**src/rtl/approx_mul_pkg.sv**
```systemverilog
// Shared constants and helpers for the quadrant-split approximate multiplier.
// Mode bit positions and the truncation mask used by each sub-product.
package approx_mul_pkg;

  localparam int MODE_LL = 0;
  localparam int MODE_LH = 1;
  localparam int MODE_HL = 2;
  localparam int MODE_HH = 3;

  // Widest sub-product the mask helper can describe (2H <= MAX_PW).
  localparam int MAX_PW = 64;

  // Ones on bits [2h-1:trunc], zeros on the truncated low bits and above 2h.
  function automatic logic [MAX_PW-1:0] trunc_mask(input int h, input int trunc);
    logic [MAX_PW-1:0] m;
    m = '0;
    for (int i = 0; i < MAX_PW; i++) begin
      m[i] = (i < 2 * h) && (i >= trunc);
    end
    return m;
  endfunction

endpackage

```
**src/rtl/approx_submul.sv**
```systemverilog
// Combinational H x H unsigned multiplier; when approx is set the low TRUNC
// bits of the product are forced to zero.
module approx_submul
  import approx_mul_pkg::*;
#(
  parameter int H     = 4,
  parameter int TRUNC = 2
) (
  input  logic [H-1:0]   x,
  input  logic [H-1:0]   y,
  input  logic           approx,
  output logic [2*H-1:0] p
);

  localparam logic [MAX_PW-1:0] MASK_ALL = trunc_mask(H, TRUNC);
  localparam logic [2*H-1:0]    MASK     = MASK_ALL[2*H-1:0];

  logic [2*H-1:0] full;

  assign full = (2*H)'(x) * (2*H)'(y);
  assign p    = approx ? (full & MASK) : full;

endmodule

```
**src/rtl/approx_mul_pipe.sv**
```systemverilog
// Three-stage pipelined approximate multiplier: S1 registers operands, S2 forms
// four per-quadrant sub-products, S3 recombines them into prod.
module approx_mul_pipe
  import approx_mul_pkg::*;
#(
  parameter int W     = 8,
  parameter int TRUNC = 2,
  parameter int CNT_W = 16
) (
  input  logic             clk,
  input  logic             rst,
  input  logic             in_valid,
  output logic             in_ready,
  input  logic [W-1:0]     a,
  input  logic [W-1:0]     b,
  input  logic [3:0]       mode,
  output logic             out_valid,
  input  logic             out_ready,
  output logic [2*W-1:0]   prod,
  output logic [CNT_W-1:0] done_cnt
);

  localparam int H  = W / 2;
  localparam int PW = 2 * W;

  // Handshake: a transfer happens on a rising edge where valid & ready are both
  // high; valid never waits on ready, and data/valid hold while valid & !ready.
  // The whole pipe moves as one: every stage advances unless the output is stuck.
  logic adv;

  logic [W-1:0]     a1_q, a1_d, b1_q, b1_d;
  logic [3:0]       mode1_q, mode1_d;
  logic             v1_q, v1_d;
  logic [2*H-1:0]   ll2_q, ll2_d, lh2_q, lh2_d, hl2_q, hl2_d, hh2_q, hh2_d;
  logic             v2_q, v2_d;
  logic [PW-1:0]    prod_q, prod_d;
  logic             v3_q, v3_d;
  logic [CNT_W-1:0] cnt_q, cnt_d;
  logic [2*H-1:0]   ll_w, lh_w, hl_w, hh_w;

  assign adv       = !v3_q || out_ready;
  assign in_ready  = adv;
  assign out_valid = v3_q;
  assign prod      = prod_q;
  assign done_cnt  = cnt_q;

  approx_submul #(.H(H), .TRUNC(TRUNC)) u_ll (
    .x(a1_q[H-1:0]), .y(b1_q[H-1:0]), .approx(mode1_q[MODE_LL]), .p(ll_w));
  approx_submul #(.H(H), .TRUNC(TRUNC)) u_lh (
    .x(a1_q[H-1:0]), .y(b1_q[W-1:H]), .approx(mode1_q[MODE_LH]), .p(lh_w));
  approx_submul #(.H(H), .TRUNC(TRUNC)) u_hl (
    .x(a1_q[W-1:H]), .y(b1_q[H-1:0]), .approx(mode1_q[MODE_HL]), .p(hl_w));
  approx_submul #(.H(H), .TRUNC(TRUNC)) u_hh (
    .x(a1_q[W-1:H]), .y(b1_q[W-1:H]), .approx(mode1_q[MODE_HH]), .p(hh_w));

  always_comb begin
    a1_d    = a1_q;
    b1_d    = b1_q;
    mode1_d = mode1_q;
    v1_d    = v1_q;
    ll2_d   = ll2_q;
    lh2_d   = lh2_q;
    hl2_d   = hl2_q;
    hh2_d   = hh2_q;
    v2_d    = v2_q;
    prod_d  = prod_q;
    v3_d    = v3_q;
    cnt_d   = cnt_q;
    if (adv) begin
      a1_d    = a;
      b1_d    = b;
      mode1_d = mode;
      v1_d    = in_valid;
      ll2_d   = ll_w;
      lh2_d   = lh_w;
      hl2_d   = hl_w;
      hh2_d   = hh_w;
      v2_d    = v1_q;
      // Exact maximum fits in PW bits, and truncation only lowers each term.
      prod_d  = PW'(ll2_q) + (PW'(lh2_q) << H) + (PW'(hl2_q) << H) + (PW'(hh2_q) << W);
      v3_d    = v2_q;
    end
    if (v3_q && out_ready) begin
      cnt_d = cnt_q + CNT_W'(1);
    end
  end

  // Operand and sub-product registers carry no reset; their valids gate them.
  always_ff @(posedge clk) begin
    a1_q    <= a1_d;
    b1_q    <= b1_d;
    mode1_q <= mode1_d;
    ll2_q   <= ll2_d;
    lh2_q   <= lh2_d;
    hl2_q   <= hl2_d;
    hh2_q   <= hh2_d;
  end

  always_ff @(posedge clk or posedge rst) begin
    if (rst) begin
      v1_q   <= 1'b0;
      v2_q   <= 1'b0;
      v3_q   <= 1'b0;
      prod_q <= '0;
      cnt_q  <= '0;
    end else begin
      v1_q   <= v1_d;
      v2_q   <= v2_d;
      v3_q   <= v3_d;
      prod_q <= prod_d;
      cnt_q  <= cnt_d;
    end
  end

endmodule
```
**config.mk**
```make
export PLATFORM = sky130hd
export DESIGN_NAME = approx_mul_pipe
export DESIGN_NICKNAME = d
export VERILOG_FILES = /design/src/rtl/approx_mul_pkg.sv /design/src/rtl/approx_submul.sv /design/src/rtl/approx_mul_pipe.sv
export SDC_FILE = /design/constraint.sdc
export NUM_CORES = 1
export LEC_CHECK = 0
export ABC_AREA = 1
export CAP_MARGIN = 20
export CORE_ASPECT_RATIO = 0.8
export CORE_MARGIN = 8
export CORE_UTILIZATION = 34
export CTS_CLUSTER_SIZE = 14
export DETAILED_ROUTE_END_ITERATION = 7
export DONT_BUFFER_PORTS = 1
export PLACE_DENSITY = 0.55
export SETUP_SLACK_MARGIN = 0.4
export SLEW_MARGIN = 20
export SYNTH_ARGS = -nofsm -noshare
export SYNTH_HDL_FRONTEND = slang
export SYNTH_HIERARCHICAL = 1
export SYNTH_SLANG_ARGS = --single-unit
```
**constraint.sdc**
```tcl
create_clock -name clk -period 2.9 [get_ports clk]
set_clock_uncertainty 0.05 [all_clocks]
set_input_delay 0.58 -clock clk [delete_from_list [all_inputs] [get_ports clk]]
set_output_delay 0.58 -clock clk [all_outputs]
set_load 0.02 [all_outputs]
```
Word level (Yosys, flattened, before mapping)
Cells that the tools add are included.

storage, ports and cells
  word-level logic and storage cells = 27
  bits of input ports = 24
  output and inout port bits = 34
  register bits after elaboration = 87

cells by class
  reduce and logical (&&, ||, !) cells = 3
  multipliers = 4
  add/sub/neg operators = 4

operators with widths
  operator                 count
  $mul A4 B4 Y8            4
  $add A14 B16 Y16         1
  $add A16 B1 Y16 const B  1
  $add A13 B12 Y14         1
  $add A8 B12 Y13          1
  $logic_and A1 B1 Y1      1
  $logic_not A1 Y1         1
  $logic_or A1 B1 Y1       1

Longest topological paths before layout
  word-level depth = 3
  gate-level depth with buffers = 14
  depth with buffers taken out = 14

Modules after synthesis
The synthesis kept the hierarchy.

by module, submodules not included
  module                    cells each  area each (um^2)  seq. area each (um^2)  instances
  approx_mul_pipe           318         3732.3            2437.3                 1
  approx_submul (u_hh ...)  72          473.0             0.0                    2
  approx_submul (u_lh ...)  71          465.4             0.0                    2

Worst setup path before layout
No wires, ideal clock.

  path kind = reg-to-reg
  start = reg a1_q[0]
  end = reg lh2_q[6], data pin
  clock period less this slack = 2666 ps
  library setup time = 258 ps
  data required time = 2592 ps
  slack = 234 ps
  cell stages (with the launch flop) = 9
  data arrival time = 2358 ps
  path through = edfxtp_1 nand2_1 fa_1 inv_1 fa_1 fa_1 nand3_1 nand2_1 xor2_1

between the ends
  word-level cells in the longest chain between the ends = 1

RTL lines
  element                 line                   text
  from (decl)             approx_mul_pipe.sv:31  logic [W-1:0] a1_q, a1_d, b1_q, b1_d;
  from (signal assigned)  approx_mul_pipe.sv:90  a1_q <= a1_d;
  $mul A4 B4 Y8           approx_submul.sv:20    assign full = (2*H)'(x) * (2*H)'(y);
  named net lh_w[6]       approx_mul_pipe.sv:39  logic [2*H-1:0] ll_w, lh_w, hl_w, hh_w;
  to (signal assigned)    approx_mul_pipe.sv:94  lh2_q <= lh2_d;
  to (decl)               approx_mul_pipe.sv:34  logic [2*H-1:0] ll2_q, ll2_d, lh2_q, lh2_d, hl2_q, hl2_d, hh2_q, hh2_d;

The timed path passes the listed nets, and every way through them passes these cells.
A chain may end at the register's enable or synchronous reset.

Worst setup path in the final report
  start = reg a1_q[5]
  end = reg hh2_q[7], data pin

between the ends
  word-level cells in the longest chain between the ends = 1

RTL lines
  element               line                   text
  $mul A4 B4 Y8         approx_submul.sv:20
  named net hh_w[7]     approx_mul_pipe.sv:39
  to (signal assigned)  approx_mul_pipe.sv:96  hh2_q <= hh2_d;
  to (decl)             approx_mul_pipe.sv:34

The timed path passes the listed nets, and every way through them passes these cells.

==> impl_metrics.json <==
{
  "antenna_found_initial": 0,
  "finalHoldViolations": 0,
  "final_nets": 748,
  "dpl_cell_area_um2": 5940,
  "async_flop_share": 0.402,
  "syn_area_um2": 5610,
  "grt-ovfl-total": 0,
  "min_path_type": "input pin to asynchronous set/reset pin",
  "clock_latency_ns": 0.34,
  "coreArea_um2": 16300,
  "synth.distinct_cells": 29,
  "ctsHtreeMaxLevel": 3,
  "leakagePower_uw": 0.00351,
  "ys_warn_count": 6,
  "slowest_delay_ns": 0.57,
  "finalInstanceArea_um2": 6610,
  "area_growth_pct": 17.8,
  "setup_tns_ns": 0,
  "gp_congestion": 0.823,
  "diodes": 0,
  "synth_enable_flop_cells": 52,
  "power_frac_seq": 0.347,
  "powerDensity_nw_per_um2": 1040,
  "crit_slowest_cell": "fa_2",
  "drc_errors": 0,
  "path_max_fanout": 5,
  "drv_slew": 0,
  "required_ns": 2.95,
  "path_cells": "nand2_1 -> fa_1 -> inv_2 -> fa_2 -> ha_4 -> nand2_1 -> nor2_1 -> nand2_1 -> nand3_2 -> nand2_1 -> nand2_1",
  "cp_common_cell": "nand2_1",
  "rows": 42,
  "comb_power_share": 0.456,
  "start_util": 0.343,
  "root_buffer": "clkbuf_16",
  "fmax_ghz": 0.379,
  "worstPathArrival_ns": 2.69,
  "antenna_left": 0,
  "drt_iter0_markers": 137,
  "ctsHoldBuffers": 0,
  "p_sw_frac": 0.418,
  "synth_top_flop_cell": "edfxtp_1",
  "cts_buffer_depth": 2,
  "seq_area_frac_synth": 0.435,
  "grt_pass1_wl_um": 19100,
  "finalSetupViolCount": 0,
  "path_clk_slew_ns": 0.07,
  "cts_tree": "done",
  "drive_gt1_frac": 0.151,
  "track_usage": 0.115,
  "power.switching_uw": 2860,
  "clockPowerShare": 0.197,
  "ios": 58,
  "wl_per_cell_um": 13.2,
  "status": "complete, no violations",
  "rsz0062_at_grt": "yes",
  "num_vias": 3885,
  "maxCapViolCount": 0,
  "fillCellCount": 1590,
  "io_buffers": 0,
  "cp-start-kind": "register",
  "ys_ff_latch": 87,
  "dieArea_um2": 20900,
  "finalWirelength_um": 11500,
  "fin_crit_ns": 2.64,
  "first_pass_iters": 4,
  "die_w_um": 160,
  "end_kind": "register",
  "postSynthAreaPerCell_um2": 9.29,
  "clock_sinks": 87,
  "synthCells": 604,
  "grt_max_degree": 37,
  "seqCellArea_um2": 2440,
  "viasPerCell": 4.48,
  "grt_pass1_vias": 3961,
  "die_h_um": 131,
  "syn_nets": 710,
  "multi_input_area_um2": 2870,
  "period_share": 0.910,
  "slew_headroom": 0.649,
  "worstMarginPinSlew_ns": 0.526,
  "critical_path_class": "register to register",
  "p_int_uw": 3990,
  "cts_buffers": 9,
  "dp_hpwl_um": 8870,
  "peakVddDrop_mv": 0.385
}
through the flow:
stage | utilization | power [uW] | instances | setup slack [ns] | hold slack, ns
2_1_floorplan | - | 4530 | 604 | 0.399 | 0.368
3_3_place_gp | 0.363 | 5210 | 826 | 0.144 | 0.386
3_5_place_dp | 0.363 | 5290 | 826 | 0.0743 | 0.385
4_1_cts | 0.400 | 6860 | 864 | 0.283 | 0.114
5_1_grt | 0.404 | 7520 | 867 | 0.138 | 0.135
6_report | 0.404 | 6850 | 867 | 0.262 | 0.0994
repair_timing:
item | in CTS | in global routing
setup endpoints to repair | 19 | 22
pin swaps | 5 | 8
cloned | 0 | 0
buffers inserted | 22 | 3
resized for setup | 11 | 14
flip-flops by register name (all words and copies together), names as in the netlist:
name,cells
ll2_q,8
hl2_q,8
a1_q,8
lh2_q,8
v2_q,1
b1_q,8
v1_q,1
mode1_q,4
out_valid,1
prod,16
done_cnt,16
hh2_q,8
layer usage:
metal  GRT usage  wire length [um]  vias to the layer above
met5           0                 0                        -
met4      0.0365               125                        0
met3      0.0357               484                        7
met2       0.190              5220                       67
met1       0.143              5640                     1843
li1            -                 -                     1968
layout make-up:
class	count	area share
Multi-Input combinational cell	401	0.434
Sequential cell	87	0.369
Tap cell	220	0.0417
Inverter	113	0.0642
Clock buffer	12	0.0454
Clock inverter	4	0.00890
Timing Repair Buffer	30	0.0365
worst max-delay path, delay by kind of cell, from the launching register on:
kind                       cells  cell delay [ns]
adders and majority gates      3             1.33
and+or+nand+nor                7             0.49
DFF                            1             0.47
buffers and inverters          1             0.05
cells in the mapped netlist, types with 5 or more instances:
master,n,area [um2]
a21oi_1,10,50.1
dfrtp_1,35,876
edfxtp_1,52,1560
fa_1,25,500
ha_1,57,713
inv_1,108,405
nand2_1,187,702
nand2_2,6,37.5
nand3_1,29,145
nor2_1,26,97.6
nor3_1,5,25.0
o21ai_0,9,45.0
xnor2_1,7,61.3
xor2_1,18,158
cells in the final DEF (no fill, tap or decap), drive strengths merged:
cell,instances
a31oi,1
edfxtp,52
dfrtp,35
inv,114
or2,2
clkinv,2
nand4,6
a21oi,10
o21bai,1
fa,25
ha,57
xor2,18
nor3,5
a21boi,1
bufinv,1
buf,30
xnor2,7
nand2,194
clkbuf,12
nand3b,1
nor2,31
o21ai,9
nand3,33
power groups by stage:
stage | logic, uW | clock network (uW) | registers (uW)
2_1_floorplan | 2230 | 0 | 2300
3_3_place_gp | 2780 | 0 | 2430
3_5_place_dp | 2850 | 0 | 2440
4_1_cts | 3070 | 1390 | 2400
5_1_grt | 3650 | 1430 | 2440
6_report | 3120 | 1350 | 2380
path summary, 6_finish.rpt:
path	start	cells after the start	endpoint	slack (ns)
max	a1_q[5]$_DFFE_PP_	11	hh2_q[7]$_DFFE_PP_	0.26
min	rst	1	done_cnt[8]$_DFFE_PP0P_	0.1
min reg2reg	ll2_q[1]$_DFFE_PP_	2	prod[1]$_DFFE_PP0P_	0.39
max in group asynchronous	rst	2	prod[14]$_DFFE_PP0P_	2.01
max reg2reg	a1_q[5]$_DFFE_PP_	11	hh2_q[7]$_DFFE_PP_	0.26
min in group clk	mode[3]	0	mode1_q[3]$_DFFE_PP_	0.27
kinds of logic after synthesis:
group,share of synthesized area
buffers and inverters,0.0783
xor gates and xnor gates,0.0390
adders and majority gates,0.216
AOI/OAI and AO/OA,0.0207
and+or+nand+nor,0.211
DFF,0.435
(Power assumes the default switching activity.)
